==> src/rtl/fb_pkg.sv <==
// Shared framebuffer geometry, bus widths and the fill FSM state encoding.
package fb_pkg;

  localparam int FB_WIDTH  = 640;
  localparam int FB_HEIGHT = 480;
  localparam int FB_ADDR_W = 19;
  localparam int FB_PIX_W  = 8;

  typedef logic [1:0] fill_state_t;

  localparam fill_state_t FILL_IDLE = 2'd0;
  localparam fill_state_t FILL_LOAD = 2'd1;
  localparam fill_state_t FILL_RUN  = 2'd2;
  localparam fill_state_t FILL_DONE = 2'd3;

endpackage

==> src/rtl/fb_fill_engine.sv <==
// Rectangle-fill engine: clips the command to the screen and walks its pixels row-major.
// First pixel request two cycles after the command handshake; advances only on grant.
module fb_fill_engine
  import fb_pkg::*;
#(
  parameter int WIDTH  = FB_WIDTH,
  parameter int HEIGHT = FB_HEIGHT
) (
  input  logic                 clk,
  input  logic                 rst,
  input  logic                 cmd_valid,
  output logic                 cmd_ready,
  input  logic [9:0]           cmd_x,
  input  logic [9:0]           cmd_y,
  input  logic [9:0]           cmd_w,
  input  logic [9:0]           cmd_h,
  input  logic [FB_PIX_W-1:0]  cmd_color,
  output logic                 req,
  output logic [FB_ADDR_W-1:0] addr,
  output logic [FB_PIX_W-1:0]  color,
  output logic                 last,
  input  logic                 grant,
  output logic                 busy,
  output logic                 done
);

  localparam logic [10:0]          W11      = 11'(WIDTH);
  localparam logic [10:0]          H11      = 11'(HEIGHT);
  localparam logic [FB_ADDR_W-1:0] ROW_STEP = FB_ADDR_W'(WIDTH);

  fill_state_t          state;
  fill_state_t          state_nxt;
  logic [9:0]           x_q, y_q, w_q, h_q;
  logic [10:0]          x0, xe, ye, cx, cy;
  logic [FB_ADDR_W-1:0] row_base;
  logic [10:0]          x_sum, y_sum, xe_c, ye_c;
  logic                 empty_c;
  logic                 row_end;

  // 11-bit sums cannot overflow, so the min() against the screen edge is exact.
  assign x_sum   = {1'b0, x_q} + {1'b0, w_q};
  assign y_sum   = {1'b0, y_q} + {1'b0, h_q};
  assign xe_c    = (x_sum > W11) ? W11 : x_sum;
  assign ye_c    = (y_sum > H11) ? H11 : y_sum;
  assign empty_c = (w_q == 10'd0) || (h_q == 10'd0) ||
                   ({1'b0, x_q} >= W11) || ({1'b0, y_q} >= H11);

  assign row_end   = (cx + 11'd1 == xe);
  assign last      = row_end && (cy + 11'd1 == ye);
  assign addr      = row_base + FB_ADDR_W'(cx);
  assign req       = (state == FILL_RUN);
  assign cmd_ready = (state == FILL_IDLE);
  assign busy      = (state != FILL_IDLE);
  assign done      = (state == FILL_DONE);

  always_comb begin
    state_nxt = state;
    case (state)
      FILL_IDLE: if (cmd_valid) state_nxt = FILL_LOAD;
      FILL_LOAD: state_nxt = empty_c ? FILL_DONE : FILL_RUN;
      FILL_RUN:  if (grant && last) state_nxt = FILL_DONE;
      default:   state_nxt = FILL_IDLE;
    endcase
  end

  always_ff @(posedge clk or negedge rst) begin
    if (!rst) begin
      state    <= FILL_IDLE;
      x_q      <= '0;
      y_q      <= '0;
      w_q      <= '0;
      h_q      <= '0;
      color    <= '0;
      x0       <= '0;
      xe       <= '0;
      ye       <= '0;
      cx       <= '0;
      cy       <= '0;
      row_base <= '0;
    end else begin
      state <= state_nxt;
      if (cmd_valid && cmd_ready) begin
        x_q   <= cmd_x;
        y_q   <= cmd_y;
        w_q   <= cmd_w;
        h_q   <= cmd_h;
        color <= cmd_color;
      end
      if (state == FILL_LOAD) begin
        x0       <= {1'b0, x_q};
        cx       <= {1'b0, x_q};
        cy       <= {1'b0, y_q};
        xe       <= xe_c;
        ye       <= ye_c;
        row_base <= FB_ADDR_W'(y_q) * ROW_STEP;
      end else if (state == FILL_RUN && grant) begin
        if (row_end) begin
          cx       <= x0;
          cy       <= cy + 11'd1;
          row_base <= row_base + ROW_STEP;
        end else begin
          cx <= cx + 11'd1;
        end
      end
    end
  end

endmodule

==> src/rtl/fb_write_ctrl.sv <==
// Shares the framebuffer write port between CPU stores and the fill engine, CPU first.
// One-cycle grant-to-write latency; cpu_ready drops one slot after STARVE_MAX CPU wins during a fill.
module fb_write_ctrl
  import fb_pkg::*;
#(
  parameter int WIDTH      = FB_WIDTH,
  parameter int HEIGHT     = FB_HEIGHT,
  parameter int STARVE_MAX = 15
) (
  input  logic                 clk,
  input  logic                 rst,
  input  logic                 cpu_valid,
  output logic                 cpu_ready,
  input  logic [FB_ADDR_W-1:0] cpu_addr,
  input  logic [FB_PIX_W-1:0]  cpu_data,
  output logic                 cpu_drop,
  input  logic                 fill_valid,
  output logic                 fill_ready,
  input  logic [9:0]           fill_x,
  input  logic [9:0]           fill_y,
  input  logic [9:0]           fill_w,
  input  logic [9:0]           fill_h,
  input  logic [FB_PIX_W-1:0]  fill_color,
  output logic                 fill_busy,
  output logic                 fill_done,
  output logic [FB_ADDR_W-1:0] fb_address,
  output logic [FB_PIX_W-1:0]  fb_data,
  output logic                 fb_w_en
);

  localparam int                   STARVE_W   = $clog2(STARVE_MAX + 1);
  localparam logic [STARVE_W-1:0]  STARVE_LIM = STARVE_W'(STARVE_MAX);
  localparam logic [FB_ADDR_W-1:0] PIX_COUNT  = FB_ADDR_W'(WIDTH * HEIGHT);

  logic                 fill_req;
  logic                 fill_last;
  logic                 fill_grant;
  logic [FB_ADDR_W-1:0] fill_addr;
  logic [FB_PIX_W-1:0]  fill_pix;
  logic                 cpu_grant;
  logic                 cpu_in_range;
  logic                 starved;
  logic [STARVE_W-1:0]  starve;

  fb_fill_engine #(
    .WIDTH  (WIDTH),
    .HEIGHT (HEIGHT)
  ) u_fill (
    .clk       (clk),
    .rst       (rst),
    .cmd_valid (fill_valid),
    .cmd_ready (fill_ready),
    .cmd_x     (fill_x),
    .cmd_y     (fill_y),
    .cmd_w     (fill_w),
    .cmd_h     (fill_h),
    .cmd_color (fill_color),
    .req       (fill_req),
    .addr      (fill_addr),
    .color     (fill_pix),
    .last      (fill_last),
    .grant     (fill_grant),
    .busy      (fill_busy),
    .done      (fill_done)
  );

  assign starved      = fill_req && (starve == STARVE_LIM);
  assign cpu_ready    = !starved;
  assign cpu_grant    = cpu_valid && cpu_ready;
  assign fill_grant   = fill_req && !cpu_grant;
  assign cpu_in_range = (cpu_addr < PIX_COUNT);

  always_ff @(posedge clk or negedge rst) begin
    if (!rst) begin
      starve <= '0;
    end else if (!fill_req || fill_grant) begin
      starve <= '0;
    end else if (cpu_grant && starve != STARVE_LIM) begin
      starve <= starve + 1'b1;
    end
  end

  // Out-of-range stores still consume their grant slot but never reach the framebuffer.
  always_ff @(posedge clk or negedge rst) begin
    if (!rst) begin
      fb_w_en    <= 1'b0;
      fb_address <= '0;
      fb_data    <= '0;
      cpu_drop   <= 1'b0;
    end else begin
      fb_w_en  <= 1'b0;
      cpu_drop <= 1'b0;
      if (cpu_grant) begin
        if (cpu_in_range) begin
          fb_w_en    <= 1'b1;
          fb_address <= cpu_addr;
          fb_data    <= cpu_data;
        end else begin
          cpu_drop <= 1'b1;
        end
      end else if (fill_grant) begin
        fb_w_en    <= 1'b1;
        fb_address <= fill_addr;
        fb_data    <= fill_pix;
      end
    end
  end

  a_last_then_done: assert property (@(posedge clk) disable iff (!rst)
    (fill_grant && fill_last) |=> fill_done);

endmodule

==> config.mk <==
export PLATFORM = sky130hd
export DESIGN_NAME = fb_write_ctrl
export DESIGN_NICKNAME = d
export VERILOG_FILES = /design/src/rtl/fb_pkg.sv /design/src/rtl/fb_fill_engine.sv /design/src/rtl/fb_write_ctrl.sv
export SDC_FILE = /design/constraint.sdc
export NUM_CORES = 1
export LEC_CHECK = 0
export ABC_AREA = 1
export BUFFER_PORTS_ARGS = -buffer_cell sky130_fd_sc_hd__buf_4
export CAP_MARGIN = 20
export CORE_UTILIZATION = 27
export CTS_CLUSTER_DIAMETER = 30
export DETAILED_ROUTE_END_ITERATION = 10
export SETUP_SLACK_MARGIN = 0.2
export SKIP_LAST_GASP = 1
export SLEW_MARGIN = 20
export SYNTH_ARGS = -nofsm -noshare
export SYNTH_HDL_FRONTEND = slang
export SYNTH_SLANG_ARGS = --single-unit
==> constraint.sdc <==
create_clock -name clk -period 3.8 [get_ports clk]
set_clock_uncertainty 0.1 [all_clocks]
set_input_delay 0.19 -clock clk [delete_from_list [all_inputs] [get_ports clk]]
set_output_delay 0.19 -clock clk [all_outputs]
set_load 0.01 [all_outputs]
==> results of run 1 <==
==> Yosys cell counts (6+ instances only) <==
cell type,instances
a21oi_1,67
a31oi_1,19
buf_2,6
clkbuf_1,22
dfrtp_1,149
ha_1,49
inv_1,123
mux2_2,42
nand2_1,317
nand3_1,96
nand3b_1,6
nand4_1,12
nor2_1,100
o21ai_0,47
o21ai_2,16
xnor2_1,8
xor2_1,28
==> cells in the final DEF, fill, tap and decap left out, drive strengths merged, types with 4 or more instances in the layout <==
master / Yosys / final
buf: 17 / 119
dfrtp: 149 / 149
a21oi: 72 / 72
or2: 4 / 4
nand2: 323 / 323
xnor2: 8 / 8
nor2: 107 / 107
clkinv: 1 / 6
xor2: 28 / 28
dlygate4sd3: 0 / 74
a31oi: 19 / 19
nor4: 5 / 5
inv: 126 / 133
nor3: 6 / 6
clkbuf: 22 / 17
ha: 49 / 49
o21ai: 67 / 67
nand3: 100 / 100
nand4: 12 / 12
mux2: 42 / 42
a21o: 4 / 4
nand3b: 7 / 7
==> timing repair <==
item,CTS,global route
buffers inserted,0,0
setup endpoints to repair,0,0
hold buffers,74,0
endpoints found under the hold margin,167,0
==> how the worst min path moves through the flow <==
stage                       startpoint  depth (start not counted)  slack [ns]                          end
final                     cpu_addr[16]                          3        0.02   fb_address[16]$_DFFE_PN0P_
after global routing        fill_valid                          4        0.04  u_fill.state[0]$_DFFE_PN0P_
after CTS                 cpu_addr[15]                          5       0.001   fb_address[15]$_DFFE_PN0P_
after detailed placement           rst                          1        0.27   fb_address[13]$_DFFE_PN0P_
after global placement             rst                          1        0.26   fb_address[15]$_DFFE_PN0P_
after floorplan                    rst                          0       -0.21           cpu_drop$_DFF_PN0_
==> layer usage <==
metal | track usage | vias up | wire length (µm) | share of wire
met5 | 0 | - | 0 | 0
met4 | 0.0428 | 0 | 255 | 0.011
met3 | 0.0248 | 16 | 1080 | 0.044
met2 | 0.213 | 194 | 10100 | 0.42
met1 | 0.211 | 3815 | 12800 | 0.53
li1 | - | 4258 | - | -
==> power breakdown <==
part	internal (mW)	leakage, nW	switching, mW
Sequential	2.28	1.79	0.785
Combinational	2.30	3.77	3.21
Clock	0.997	0.298	0.773
Total	5.57	5.85	4.77
==> state kept, by name, indices dropped and copies added (netlist names), 8 cells and up <==
signal,count
fb_address,19
u_fill.cy,11
u_fill.color,8
fb_data,8
u_fill.y_q,10
u_fill.xe,11
u_fill.x0,10
u_fill.h_q,10
u_fill.cx,11
u_fill.row_base,12
u_fill.w_q,10
u_fill.ye,11
u_fill.x_q,10
==> per-stage QoR <==
stage          hold slack (ns)  power, mW  std cells  setup WS (ns)
6_report                0.0246       10.3       1828          0.572
5_1_grt                 0.0432       11.4       1828          0.233
4_1_cts                0.00111       10.4       1828          0.592
3_5_place_dp             0.268       8.52       1722          0.613
3_3_place_gp             0.262       8.38       1722          0.739
2_1_floorplan           -0.206       7.06       1194           1.56
==> worst min-delay path, cell delays in order <==
cell     delay (ns)
buf_4          0.10
o21ai_0        0.08
o21ai_0        0.15
==> kinds of logic (layout without fill, tap and decap cells) <==
group | Yosys count | after routing
AOI/OAI and AO/OA | 178 | 178
xor gates and xnor gates | 36 | 36
and+or+nand+nor | 567 | 567
muxes | 45 | 45
other | 1 | 1
adders and majority gates | 52 | 52
buffers and inverters | 166 | 352
DFF | 149 | 149
==> final cells by class <==
class,count,area [µm²]
tap,448,561
sequential,149,3730
clock inverter,15,188
multi-input combinational,879,5000
fill,3534,21900
inverter,127,477
timing repair buffer,193,1640
clock buffer,17,425
==> results.yml, run 1 <==
grt:
  antenna_found_initial: 0
  overflow: 0
  grt_pass1_wl_um: 40800
  grt_pass1_vias: 8041
  grt.total_usage: 0.143
  grt_max_degree: 99
clock_network:
  clkSlewWorstSetupHoldPaths_ns: 0.07
  clk_latency_ns: 0.44
  htreeDepth: 4
  cts_made_buffers: 17
  cts_sinks: 149
  ctsResizeCount: 0
  cts_buffer_depth: 2
  cts_tree: "yes"
  cts-root-buf: "clkbuf_16"
worst_setup_path:
  cp.depth: 10
  reg2reg_from: "u_fill.state[0]$_DFFE_PN0P_"
  critPathCaptureType: "register"
  worstPathCellList: "inv_1 > ha_1 > nand3_1 > a21oi_1 > buf_4 > nor2_1 > clkinv_1 > nand2_4 > nand2_1 > o21a_1"
  crit_path_end: "u_fill.row_base[18]$_DFFE_PN0P_"
  r2r_cells: 10
  cp_max_fo: 46
  cp.arrival_ns: 3.46
  r2r_end: "u_fill.row_base[18]$_DFFE_PN0P_"
  crit_family: "simple AND/OR/NAND/NOR gates"
  max_stage_delay_ns: 0.57
  cp_slowest_cell: "nand2_4"
  start_kind: "register"
  crit_type: "reg2reg"
  worstPathRequired_ns: 4.03
  path_buf_inv: 3
  rrSetupSlack_ns: 0.57
  startpoint: "u_fill.state[0]$_DFFE_PN0P_"
timing:
  tns_ns: 0
  min_period_ns: 3.23
  slew_viol_final: 0
  rsz0062_at_grt: "no"
  setup_viol: 0
  finalHoldViolations: 0
  finalCritPeriodShare: 0.849
  worst_pin_slew_ns: 0.937
  fmax_mhz: 310
  slew_headroom: 0.373
logic_synthesis:
  syn_area_per_cell_um2: 7.85
  synthTopCellsByArea: "dfrtp_1, nand2_1, ha_1"
  synth_edf_count: 0
  yosysTopAreaCell: "dfrtp_1"
  ys_ff_latch: 149
  async_reset_ff_frac: 1.00
  synth_top_family_by_area: "simple AND/OR/NAND/NOR gates"
  netlist_area_um2: 9370
  synthAdderAreaFrac: 0.0718
  syn-num-nets: 1325
  synth-xor-area-share: 0.0336
  seq_area_frac_synth: 0.398
  synth_compound_area_frac: 0.111
  ys_types: 51
  synthFlopType: "dfrtp_1"
  synth_mux_area_frac: 0.0537
  syn_inst: 1194
  yosys.area_share.simple: 0.259
  ys_warn_count: 0
  synth_top_area_frac: 0.398
route:
  drc: 0
  drt_iter0_markers: 497
  routed_via_density: 4.53
  vias: 8283
  drt-total-wl_um: 24200
  postRouteAntennaNets: 0
  routedWlPerCell_um: 13.3
  first_pass_iters: 5
finish:
  final_cell_area_um2: 12000
  syn_to_final_growth_pct: 28.2
  antenna_cells: 0
  fin_nets: 1498
  drive_gt1_frac: 0.176
  fin_util: 0.355
die:
  die_y_um: 188
  ios: 112
  core_um2: 33900
  rows: 67
  die_w_um: 188
  start_util: 0.277
  die-area_um2: 35500
place:
  gp_congestion: 0.850
  dpl.hpwl_um: 17600
  place_area_um2: 10700
  io_buffer_count: 111
outcome:
  status: "complete, no violations"
pwr:
  vdd_drop_max_mv: 0.391
  powerDensity_nw_per_um2: 861
  leakagePower_nw: 5.85
hold_path:
  holdCritPathClass: "in2reg"
job:
  maxCapViolations: 0
Note: power is estimated with default switching activity, not from simulation.
==> run 2: changes to the inputs <==
==> constraint.sdc (replaced) <==
create_clock -name clk -period 2.6 [get_ports clk]
set_clock_uncertainty 0.1 [all_clocks]
set_input_delay 0.13 -clock clk [delete_from_list [all_inputs] [get_ports clk]]
set_output_delay 0.13 -clock clk [all_outputs]
set_load 0.01 [all_outputs]
==> results.yml, run 2 (same netlist as run 1, synthesis figures left out) <==
timing:
  rsz0062_at_grt: "yes"
  tns_ns: 0
  slew_headroom: 0.605
  fmax_mhz: 438
  worst_pin_slew_ns: 0.593
  setup_viol: 0
  min_period_ns: 2.28
  slew_viol_final: 0
  worst_slack_ns: 0.319
  finalHoldViolations: 0
  finalCritPeriodShare: 0.877
finish:
  drive_gt1_frac: 0.231
  syn_to_final_growth_pct: 34.9
  mostFrequentLayoutCell: "nand2_1"
  antenna_cells: 0
  fin_nets: 1538
  largest_register_ff_count: 19
  top_register: "fb_address"
  final_cell_area_um2: 12600
  reg_top3: "fb_address (19), u_fill.row_base (12)"
  fin_util: 0.373
  mostFrequentLayoutCells: "nand2_1, buf_4, dfrtp_1"
route:
  routedWlPerCell_um: 14.2
  drc: 0
  vias: 8531
  drt-total-wl_um: 26500
  routed_via_density: 4.57
  postRouteAntennaNets: 0
  first_pass_iters: 5
  drt_iter0_markers: 347
worst_setup_path:
  cp_slowest_cell: "dfrtp_1"
  cp_max_fo: 9
  worstPathRequired_ns: 2.83
  worstPathCellList: "ha_4 > nand3_4 > nor2_4 > nand3_2 > nand3_2 > nand2_2 > inv_2 > nand2_1 > nor2_2 > nand2_2 > nand2_4 > nand2_8 > clkbuf_16 > o21a_1"
  critPathCaptureType: "register"
  reg2reg_from: "u_fill.cx[0]$_DFFE_PN0P_"
  crit_family: "simple AND/OR/NAND/NOR gates"
  cp.arrival_ns: 2.51
  r2r_end: "u_fill.row_base[18]$_DFFE_PN0P_"
  start_kind: "register"
  rrSetupSlack_ns: 0.32
  r2r_cells: 14
  crit_type: "reg2reg"
  path_buf_inv: 2
  max_stage_delay_ns: 0.40
clock_network:
  clk_latency_ns: 0.44
  cts_sinks: 149
  cts_buffer_depth: 2
  clkSlewWorstSetupHoldPaths_ns: 0.07
  cts_tree: "yes"
  cts_made_buffers: 17
  htreeDepth: 4
  cts-root-buf: "clkbuf_16"
die:
  start_util: 0.277
  core_um2: 33900
  ios: 112
  rows: 67
  die_w_um: 188
  die-area_um2: 35500
  die_y_um: 188
grt:
  antenna_found_initial: 0
  grt_max_degree: 56
  grt_pass1_vias: 8214
  grt_pass1_wl_um: 42600
  grt.total_usage: 0.150
  overflow: 0
pwr:
  clock_power_share: 0.156
  p_sw_frac: 0.462
  vdd_drop_max_mv: 0.838
  p_switching_mw: 7.52
  powerDensity_nw_per_um2: 1290
  sequentialPowerShare: 0.272
  p_int_mw: 8.75
  pwr-share-comb: 0.572
  leakagePower_nw: 6.06
place:
  post-place-ws_ns: 0.169
  gp_congestion: 0.886
  dpl.hpwl_um: 19100
  io_buffer_count: 111
  place_area_um2: 10900
hold_path:
  holdCritPathClass: "in2async"
job:
  maxCapViolations: 0
outcome:
  status: "complete, no violations"
==> run 2: power by group through the flow <==
| stage | combinational (mW) | sequential (mW) | clock [mW] |
|---|---|---|---|
| after global routing | 10.5 | 4.58 | 2.71 |
| after CTS | 8.56 | 4.36 | 2.59 |
| after global placement | 8.26 | 4.35 | 0 |
| after floorplan | 6.22 | 4.10 | 0 |
| final | 9.30 | 4.44 | 2.54 |
| after detailed placement | 8.38 | 4.40 | 0 |
==> run 2: worst reg2reg max path, cell delays in order, from the launching register on <==
cell and delay [ns]:
dfrtp_1 0.40, ha_4 0.18, nand3_4 0.11, nor2_4 0.24, nand3_2 0.14, nand3_2 0.09
nand2_2 0.06, inv_2 0.05, nand2_1 0.05, nor2_2 0.09, nand2_2 0.09, nand2_4 0.09
nand2_8 0.10, clkbuf_16 0.19, o21a_1 0.18
==> run 2: per-stage QoR <==
stage	total power [mW]	hold WS, ns	instances
global placement	12.6	0.0356	1746
finish	16.3	0.122	1868
floorplan	10.3	-0.266	1194
detailed placement	12.8	0.0381	1746
CTS	15.5	0.107	1857
global route	17.8	0.148	1868
==> run 2: what timing repair did <==
item	CTS	global route
endpoints found under the setup margin	8	56
gates resized for setup	2	62
endpoints found under the hold margin	130	0
pin swaps	0	14
hold buffers	79	0
buffers inserted	0	10
gates cloned	0	1
==> run 2: cell type report <==
class                           count  area (µm²)
Sequential cell                   149        3740
Timing Repair Buffer              233        2030
Inverter                          127         477
Multi-Input combinational cell    879        5240
Clock buffer                       18         429
Clock inverter                     14         159
Tap cell                          448         561
Fill cell                        3442       21200
==> run 2: worst max path at each step <==
stage                               from                         endpoint  slack (ns)  cells past startpoint
2_1_floorplan  u_fill.y_q[1]$_DFFE_PN0P_  u_fill.row_base[16]$_DFFE_PN0P_        0.36                     11
3_3_place_gp   u_fill.y_q[3]$_DFFE_PN0P_  u_fill.row_base[16]$_DFFE_PN0P_        0.24                     11
3_5_place_dp   u_fill.w_q[0]$_DFFE_PN0P_         u_fill.xe[4]$_DFFE_PN0P_        0.17                     13
4_1_cts        u_fill.y_q[3]$_DFFE_PN0P_  u_fill.row_base[16]$_DFFE_PN0P_        0.20                     11
5_1_grt         u_fill.cx[0]$_DFFE_PN0P_  u_fill.row_base[18]$_DFFE_PN0P_        0.14                     14
6_report        u_fill.cx[0]$_DFFE_PN0P_  u_fill.row_base[18]$_DFFE_PN0P_        0.32                     14
==> run 2: metal layers <==
| layer | track usage | share of wire |
|---|---|---|
| met1 | 0.221 | 0.51 |
| met2 | 0.224 | 0.43 |
| met5 | 0 | 0 |
| met4 | 0.0450 | 0.014 |
| met3 | 0.0264 | 0.045 |
